$ cat config.mk
export PLATFORM = sky130hd
export DESIGN_NAME = decoder_scan_sequencer_flat
export DESIGN_NICKNAME = d
export VERILOG_FILES = /design/src/rtl/decoder_scan_sequencer_if.sv /design/src/rtl/decoder_scan_sequencer.sv /design/src/flat_wrapper.sv
export SDC_FILE = /design/constraint.sdc
export NUM_CORES = 1
export LEC_CHECK = 0
export ABC_AREA = 1
export CAP_MARGIN = 0
export CORE_ASPECT_RATIO = 1.1
export CORE_MARGIN = 2
export CORE_UTILIZATION = 35
export DETAILED_ROUTE_END_ITERATION = 10
export PLACE_DENSITY = 0.54
export SYNTH_ARGS = -nofsm -noshare
export SYNTH_HDL_FRONTEND = slang
export SYNTH_SLANG_ARGS = --single-unit
$ cat constraint.sdc
create_clock -name clock -period 2.5 [get_ports clock]
set_input_delay 0.5 -clock clock [delete_from_list [all_inputs] [get_ports clock]]
set_output_delay 0.5 -clock clock [all_outputs]
set_load 0.02 [all_outputs]
$ cat src/rtl/decoder_scan_sequencer_if.sv
// decoder_scan_sequencer_if
// Bundles the control handshake and the 74LS138 drive lines between the
// scan sequencer (slave) and whatever commands it (master).
//   start, stop, continuous : command inputs to the sequencer
//   hold                    : dwell freeze, present only when SCAN_HOLD_EN is defined
//   busy, done              : sequencer status
//   A, B, C                 : decoder address, A is the LSB
//   G, G2A, G2B             : decoder enables (G active-high, G2A/G2B active-low)
`timescale 1ns/1ps
interface decoder_scan_sequencer_if;
   logic start;
   logic stop;
   logic continuous;
`ifdef SCAN_HOLD_EN
   logic hold;
`endif
   logic busy;
   logic done;
   logic A;
   logic B;
   logic C;
   logic G;
   logic G2A;
   logic G2B;

`ifdef SCAN_HOLD_EN
   modport master (output start, stop, continuous, hold,
                   input  busy, done, A, B, C, G, G2A, G2B);
   modport slave  (input  start, stop, continuous, hold,
                   output busy, done, A, B, C, G, G2A, G2B);
`else
   modport master (output start, stop, continuous,
                   input  busy, done, A, B, C, G, G2A, G2B);
   modport slave  (input  start, stop, continuous,
                   output busy, done, A, B, C, G, G2A, G2B);
`endif
endinterface

$ cat src/rtl/decoder_scan_sequencer.sv
// decoder_scan_sequencer
// Drives a 74LS138-style 3-to-8 decoder: walks channels 0..LAST on {C,B,A},
// enables the decoder for DWELL cycles per channel and blanks it for one
// cycle between channels so adjacent Y outputs never overlap.
// Ports:
//   clock : system clock, rising edge
//   reset : asynchronous, active-high
//   bus   : decoder_scan_sequencer_if.slave (start/stop/continuous in,
//           busy/done/A/B/C/G/G2A/G2B out, all outputs registered)
// Parameters: DWELL (1..255) cycles per channel, LAST (0..7) highest channel.
// Optional feature macro SCAN_HOLD_EN: adds bus.hold, which freezes the
// dwell counter while high in DRIVE.
//
// state  | meaning
// IDLE   | decoder disabled, waiting for start
// DRIVE  | decoder enabled on the current channel, dwell counting down
// GAP    | one blanking cycle, address held, pick next channel or finish
// FINISH | one-cycle done pulse, decoder disabled
`timescale 1ns/1ps
module decoder_scan_sequencer #(
   parameter int DWELL = 4,
   parameter int LAST  = 7
) (
   input  logic                         clock,
   input  logic                         reset,
   decoder_scan_sequencer_if.slave      bus
);

   localparam logic [7:0] DWELL_M1 = 8'(DWELL - 1);
   localparam logic [2:0] LAST_CH  = 3'(LAST);

   typedef enum logic [1:0] {IDLE, DRIVE, GAP, FINISH} state_t;

   state_t     state_q, state_d;
   logic [2:0] chan_q, chan_d;
   logic [7:0] dwell_q, dwell_d;
   logic       cont_q, cont_d;
   logic       stop_pend_q, stop_pend_d;
   logic       en_q, en_n_q, busy_q, done_q;
   logic       hold_w;

`ifdef SCAN_HOLD_EN
   assign hold_w = bus.hold;
`else
   assign hold_w = 1'b0;
`endif

   always_ff @(posedge clock or posedge reset) begin
      if (reset) begin
         state_q     <= IDLE;
         chan_q      <= 3'd0;
         dwell_q     <= 8'd0;
         cont_q      <= 1'b0;
         stop_pend_q <= 1'b0;
         en_q        <= 1'b0;
         en_n_q      <= 1'b1;
         busy_q      <= 1'b0;
         done_q      <= 1'b0;
      end else begin
         state_q     <= state_d;
         chan_q      <= chan_d;
         dwell_q     <= dwell_d;
         cont_q      <= cont_d;
         stop_pend_q <= stop_pend_d;
         // Output flops are loaded from the next state so they line up with
         // the state register; G and G2A/G2B share one edge and never split.
         en_q        <= (state_d == DRIVE);
         en_n_q      <= (state_d != DRIVE);
         busy_q      <= (state_d == DRIVE) || (state_d == GAP);
         done_q      <= (state_d == FINISH);
      end
   end

   always_comb begin
      state_d     = state_q;
      chan_d      = chan_q;
      dwell_d     = dwell_q;
      cont_d      = cont_q;
      stop_pend_d = stop_pend_q;
      case (state_q)
         IDLE: begin
            stop_pend_d = 1'b0;
            chan_d      = 3'd0;
            if (bus.start && !bus.stop) begin
               state_d = DRIVE;
               cont_d  = bus.continuous;
               dwell_d = DWELL_M1;
            end
         end
         DRIVE: begin
            if (bus.stop) stop_pend_d = 1'b1;
            if (!hold_w) begin
               if (dwell_q == 8'd0) state_d = GAP;
               else                 dwell_d = dwell_q - 8'd1;
            end
         end
         GAP: begin
            if (bus.stop) stop_pend_d = 1'b1;
            // A stop raised in the gap cycle itself still ends this channel.
            if (stop_pend_q || bus.stop || (chan_q == LAST_CH && !cont_q)) begin
               state_d = FINISH;
            end else begin
               state_d = DRIVE;
               dwell_d = DWELL_M1;
               chan_d  = (chan_q == LAST_CH) ? 3'd0 : chan_q + 3'd1;
            end
         end
         FINISH: begin
            stop_pend_d = 1'b0;
            chan_d      = 3'd0;
            state_d     = IDLE;
         end
         default: state_d = IDLE;
      endcase
   end

   assign bus.A    = chan_q[0];
   assign bus.B    = chan_q[1];
   assign bus.C    = chan_q[2];
   assign bus.G    = en_q;
   assign bus.G2A  = en_n_q;
   assign bus.G2B  = en_n_q;
   assign bus.busy = busy_q;
   assign bus.done = done_q;

endmodule
$ cat src/flat_wrapper.sv
// flat-port wrapper written by rule: the top's interface ports become plain ports
module decoder_scan_sequencer_flat 
#(
   parameter int DWELL = 4,
   parameter int LAST  = 7
)
  (clock, reset, bus_start, bus_stop, bus_continuous, bus_busy, bus_done, bus_A, bus_B, bus_C, bus_G, bus_G2A, bus_G2B);
  decoder_scan_sequencer_if bus_i ();
  input  logic clock;
  input  logic reset;
  input wire logic [$bits(bus_i.start)-1:0] bus_start;
  input wire logic [$bits(bus_i.stop)-1:0] bus_stop;
  input wire logic [$bits(bus_i.continuous)-1:0] bus_continuous;
  output wire logic [$bits(bus_i.busy)-1:0] bus_busy;
  output wire logic [$bits(bus_i.done)-1:0] bus_done;
  output wire logic [$bits(bus_i.A)-1:0] bus_A;
  output wire logic [$bits(bus_i.B)-1:0] bus_B;
  output wire logic [$bits(bus_i.C)-1:0] bus_C;
  output wire logic [$bits(bus_i.G)-1:0] bus_G;
  output wire logic [$bits(bus_i.G2A)-1:0] bus_G2A;
  output wire logic [$bits(bus_i.G2B)-1:0] bus_G2B;
  assign bus_i.start = bus_start;
  assign bus_i.stop = bus_stop;
  assign bus_i.continuous = bus_continuous;
  assign bus_busy = bus_i.busy;
  assign bus_done = bus_i.done;
  assign bus_A = bus_i.A;
  assign bus_B = bus_i.B;
  assign bus_C = bus_i.C;
  assign bus_G = bus_i.G;
  assign bus_G2A = bus_i.G2A;
  assign bus_G2B = bus_i.G2B;
  decoder_scan_sequencer #(.DWELL(DWELL), .LAST(LAST)) u_core (.clock(clock), .reset(reset), .bus(bus_i));
endmodule
==> results of run 1 <==
==> cell families (layout without fill, tap and decap cells) <==
group                    after synthesis  after routing  synth area share (%)
buffers and inverters                 26             39                  9.89
AND/OR/NAND/NOR                       73             73                  27.0
adder cells (fa/ha/maj)               11             11                  12.4
XOR/XNOR                               1              1                 0.787
flip-flops                            19             19                  42.8
AO/OA/AOI/OAI                         16             16                  7.19
==> metrics by stage <==
step | setup WS (ns) | cell area (sq um) | utilization, % | hold slack, ns | cells
global placement | 0.500 | 1250 | 41.1 | 0.471 | 189
global route | 0.332 | 1280 | 42.0 | 0.571 | 193
finish | 0.489 | 1280 | 42.0 | 0.523 | 193
CTS | 0.458 | 1280 | 42.0 | 0.533 | 193
floorplan | 0.767 | 1110 | - | 0.450 | 146
detailed placement | 0.446 | 1250 | 41.1 | 0.505 | 189
==> final cells by class <==
| type | instances | area share (%) |
|---|---|---|
| clock buffer | 3 | 1.76 |
| clock inverter | 1 | 0.391 |
| inverter | 23 | 6.74 |
| multi-input combinational | 101 | 41.2 |
| sequential | 19 | 37.2 |
| tap | 34 | 3.32 |
| timing repair buffer | 12 | 9.38 |
==> layout by cell type (no fill, tap or decap), drive strengths merged <==
| master | count |
|---|---|
| dfrtp | 18 |
| dfstp | 1 |
| clkinv | 1 |
| inv | 23 |
| clkdlybuf4s50 | 12 |
| a21oi | 5 |
| ha | 11 |
| nor2 | 16 |
| o21ai | 11 |
| xor2 | 1 |
| nor3 | 1 |
| nand2 | 42 |
| clkbuf | 3 |
| nand3 | 14 |
==> cell usage after synthesis, drive strengths merged <==
master  instances  area share [%]
nand2          42              14
inv            23             7.8
dfrtp          18              40
nor2           16             5.4
nand3          14             6.3
ha             11              12
o21ai          11             4.9
a21oi           5             2.2
buf             3             2.1
dfstp           1             2.4
nor3            1            0.90
xor2            1            0.79
==> flip-flops by register name, indices dropped and copies added, names as in the netlist <==
register	flops
u_core.stop_pend_q	1
u_core.chan_q	3
u_core.bus.busy	1
u_core.bus.G	1
u_core.bus.done	1
u_core.bus.G2A	1
u_core.cont_q	1
u_core.dwell_q	8
u_core.state_q	2
==> worst max-delay path by stage <==
stage | to | slack (ns) | depth (start not counted)
floorplan | u_core.bus.busy | 0.77 | 11
global placement | u_core.bus.busy | 0.50 | 10
finish | u_core.bus.busy | 0.49 | 9
global route | u_core.bus.busy | 0.33 | 9
CTS | u_core.bus.busy | 0.46 | 9
detailed placement | u_core.bus.busy | 0.45 | 10
==> power breakdown <==
part,internal (W),switching [W],total (W)
clock,0.0000596,0.000107,0.000166
sequential,0.000438,0.0000951,0.000533
combinational,0.000342,0.000568,0.000911
total,0.000839,0.000770,0.00161
==> critical path: stages (launching register included) <==
cell and delay, ns:
dfrtp_1 0.44, inv_1 0.13, ha_1 0.42, nor2_1 0.09, nor2_1 0.11, nor2_1 0.05
a21oi_1 0.24, inv_1 0.11, ha_1 0.29, inv_1 0.03
==> layer usage <==
metal  wire (microns)  part of all wire, %  vias up  GRT usage [%]
met5                0                    0        -              0
met4               22                  1.1        0           5.23
met3               42                  2.0        2           2.05
met2              986                   48        6           20.9
met1             1010                   49      403           17.1
li1                 -                    -      475              -
==> impl_results.md, run 1 <==
- H-tree Lvls: 1
- Reg2reg setup slack: between 0.4 and 0.5 ns
- RSZ-0062 raised after global routing: no
- Drt pass-1 iters: 4
- Initial DRC Count: 41
- DR vias: 886
- Status: finished, final reports clean
- Worst Tran Pin Value: roughly 0.74 ns
- Via density: 4.59
- WL final: ~2000 microns
- CTS tree: yes
- Port bufs: 12
- Vias in the first global route: around 900
- Syn avg cell area: between 7 and 8 sq um
- Synthesized net count: 162
- CP max FO: 11
- Initial antenna violation count: 0
- Final Wtd Congestion: between 0.7 and 0.8
- CTS clk-pin slew, worst paths: around 0.13 ns
- Antenna-violating nets left: 0
- Grt ovf: 0
- Die H: between 60 and 70 microns
- FP Rows: 21
- HPWL after DPL: around 1500 microns
- Total power: between 0.0015 and 0.002 W
- WL per Instance: 10.7 microns
- CP Class: reg -> reg
- Clock latency on the worst-skew pair: approximately 0.31 ns
- First-pass GRT wire length: ~3800 microns
- Final setup vio count: 0
- VDD IR max: approximately 0.00063 V
- Post-Syn Area: 1110 sq um
- Worst Hold End: u_core.stop_pend_q
- CTS Root Cell: clkbuf_4
- Hold buffer count at CTS: 0
- Hold Path Stages: 2
- Worst Path Arrival: 2.23 ns
- Post-route minimum period: 2.01 ns
- Critical path data required time: ~2.7 ns
- # DRC: 0
- Die W: around 58 microns
- Unique masters post-synth: 17
- Worst slew margin: between 50 and 60%
- Hold path start: u_core.stop_pend_q
- Setup Buffers After CTS: 0
- Pwr dens: ~1300 nW/um^2
- Io pins: 13
- Reg2reg path depth: 9
- Largest net degree at the start of global routing: 20
- GRT Total Usage: approximately an eighth
- Post-CTS Resized: 0
- Core area: approximately 3000 sq um
- Synth Register Bits: 19
- Initial core utilization: 36.5%
- Clock Tree Buf Depth: 2
- Worst setup startpoint: u_core.state_q[1]
- Register area: ~480 sq um
- Post-Route Setup TNS: 0 ns
- FILL cells: roughly 320
- Crit share post-route: between 80% and 90%
- Max-slew violation count: 0
- Worst setup SP type: register
- Cts bufs inserted: 3
- N_diodes: 0
- Syn-to-layout area delta: 14.9%
- Worst r2r dst: u_core.bus.busy
- Cell count after synthesis: between 100 and 150
- Nets: 176
- Clock Skews: between 0.01 and 0.015 ns
- P_leak: around 0.67 nW
- Sequential-to-total area share from yosys stat: between 40% and 50%
- Reg2reg start: u_core.state_q[1]
- Area of the multi-input gates: 527 sq um
- Die area: 3650 sq um
- Max Cap Viol: 0
- CP Capture Type: register
- Fraction of layout cells with a size suffix above 1: under 10%
- Worst min path class: reg -> reg
- Final hold violations: 0
- Fmax: between 400 and 500 MHz
- Synth warn: 0
- CTS Sinks: 19
Note: power is estimated with default switching activity, not from simulation.
==> inputs of run 2 (changes only) <==
PLACE_DENSITY = 0.56   (was 0.54)
clock period = 1.8 ns   (was 2.5 ns; I/O delays follow)
==> run 2 against run 1 <==
Against the previous run: non-clock buffer count up 8; largest cell class unchanged; routed wire length up 1.8%; register-to-register slack worse by 0.35 ns; cell area up 5.4%; via count up 2.6%; clock skew down 0.0037 ns; final cell count up 4.1%; critical endpoint is now bus_B; total power up 47%.
==> impl_results.md, run 2 (synthesis gave the netlist of run 1 again) <==
- Status: finished, final reports clean
- Area of the multi-input gates: 536 sq um (+1.7%)
- Core area: 3050 sq um (unchanged)
- P_leak: 0.723 nW (+8.3%)
- CP Capture Type: output port
- N_diodes: 0 (unchanged)
- CTS Sinks: 19 (unchanged)
- H-tree Lvls: 1 (unchanged)
- Die W: 57.8 microns (unchanged)
- Worst setup startpoint: u_core.chan_q[1]
- Crit share post-route: between 90% and 100%
- Antenna-violating nets left: 0 (unchanged)
- Worst setup SP type: register
- Clock latency on the worst-skew pair: 0.30 ns (about the same)
- RSZ-0062 raised after global routing: yes
- WL final: 2100 microns (+1.8%)
- CTS Root Cell: clkbuf_4
- Fraction of layout cells with a size suffix above 1: 11.4% (+5.7 points)
- CTS clk-pin slew, worst paths: 0.12 ns (about the same)
- Drt pass-1 iters: 4 (unchanged)
- Die H: 63.2 microns (unchanged)
- Final Wtd Congestion: 0.786 (+2.7%)
- Worst slew margin: 76.0% (+25 points)
- Reg2reg start: u_core.chan_q[1]
- Final cell count without fillers: 201 (+4.1%)
- WL per Instance: 10.4 microns (-2.2%)
- Post-route minimum period: approximately 1.7 ns
- First-pass GRT wire length: 3790 microns (-0.34%)
- Final hold violations: 0 (unchanged)
- Final setup vio count: 0 (unchanged)
- Worst Path Arrival: 1.38 ns (-0.85 ns)
- Via density: 4.52 (-1.5%)
- Hold buffer count at CTS: 0 (unchanged)
- VDD IR max: 0.000864 V (+37%)
- Register area: 477 sq um (unchanged)
- Inst Count DP: 195 (+3.2%)
- Cts bufs inserted: 3 (unchanged)
- Worst r2r dst: u_core.bus.done
- DR vias: 909 (+2.6%)
- Die area: 3650 sq um (unchanged)
- Max reg flops: 8 (unchanged)
- FILL cells: 310 (-3.4%)
- Pwr dens: 1750 nW/um^2 (+39%)
- Most frequent cells in the layout: nand2_1, inv_1, dfrtp_1, nor2_1, nand3_1
- # DRC: 0 (unchanged)
- Reg2reg path depth: 10 (+1)
- Clock Tree Buf Depth: 2 (unchanged)
- Io pins: 13 (unchanged)
- Final core utilization: 44.3% (+2.3 points)
- Max Cap Viol: 0 (unchanged)
- FP Rows: 21 (unchanged)
- Grt ovf: 0 (unchanged)
- Crit path to: bus_B
- Worst Tran Pin Value: 0.358 ns (-0.378 ns)
- Top Registers: u_core.dwell_q (8), u_core.chan_q (3), u_core.state_q (2)
- Vias in the first global route: 906 (+0.44%)
- CP max FO: 2 (-9)
- Critical path data required time: 1.44 ns (-1.28 ns)
- CP Class: reg -> out
- Fmax: 576 MHz
- Commonest non-fill, non-tap cell in the layout: nand2_1
- Initial core utilization: 36.5% (unchanged)
- Largest net degree at the start of global routing: 20 (unchanged)
- HPWL after DPL: 1550 microns (+0.47%)
- CTS tree: yes
- Syn-to-layout area delta: 21.1%
- Max-slew violation count: 0 (unchanged)
- Largest Register: u_core.dwell_q
- Initial antenna violation count: 0 (unchanged)
- Initial DRC Count: 28 (-32%)
- GRT Total Usage: 13.1% (+0.14 points)
- Worst min path class: in -> async
- Port bufs: 12 (unchanged)
- Clock Skews: 0.00680 ns (-0.00369 ns)
- Reg2reg setup slack: 0.14 ns (-0.35 ns)
- Nets: 184 (+4.5%)
-- run 2: worst min-delay path by stage --
stage	slack, ns	cells after the start	endpoint
after global placement	0.47	2	u_core.stop_pend_q
after CTS	0.37	3	u_core.dwell_q[5]
final	0.37	3	u_core.dwell_q[5]
after detailed placement	0.48	2	u_core.stop_pend_q
after floorplan	0.31	1	u_core.bus.G
after global routing	0.37	3	u_core.dwell_q[2]
-- run 2: final cells by class --
cell class	count	share of cell area, %
Clock buffer	3	1.67
Clock inverter	1	0.371
Inverter	23	6.40
Multi-Input combinational cell	101	39.7
Sequential cell	19	35.3
Tap cell	34	3.15
Timing Repair Buffer	20	13.4
-- run 2: repair_timing --
action                     CTS  global route
gates resized for setup      2             4
cloned                       0             0
hold endpoints to repair     0             0
setup endpoints to repair    2             8
setup buffers                0             2
-- run 2: worst max-delay path, cell delays in order, from the launching register on --
cell             delay (ns)
dfrtp_1                0.37
buf_4                  0.11
clkdlybuf4s50_1        0.59
-- run 2: power by group --
| group | leakage [nW] | internal, W | total, W | switching [W] |
|---|---|---|---|---|
| clock | 0.0177 | 0.0000828 | 0.000225 | 0.000142 |
| combinational | 0.462 | 0.000563 | 0.00141 | 0.000848 |
| sequential | 0.242 | 0.000608 | 0.000724 | 0.000116 |
-- run 2: metrics by stage --
stage / total power (W) / hold WS [ns] / area, sq um / TNS (ns) / worst slack [ns]
global route: 0.00264 / 0.371 / 1350 / -0.0100 / -0.0100
detailed placement: 0.00213 / 0.482 / 1300 / -0.00305 / -0.00305
floorplan: 0.00172 / 0.310 / 1110 / 0 / 0.0667
global placement: 0.00211 / 0.474 / 1300 / 0 / 0.0215
finish: 0.00236 / 0.365 / 1350 / 0 / 0.0633
CTS: 0.00236 / 0.371 / 1320 / 0 / 0.0776
-- run 2: layer usage --
layer / up-vias / global-route usage (%) / share of wire (%)
li1: 493 / - / -
met1: 403 / 16.0 / 46
met2: 11 / 22.3 / 50
met3: 2 / 1.85 / 2.5
met4: 0 / 6.10 / 0.72
met5: - / 0 / 0
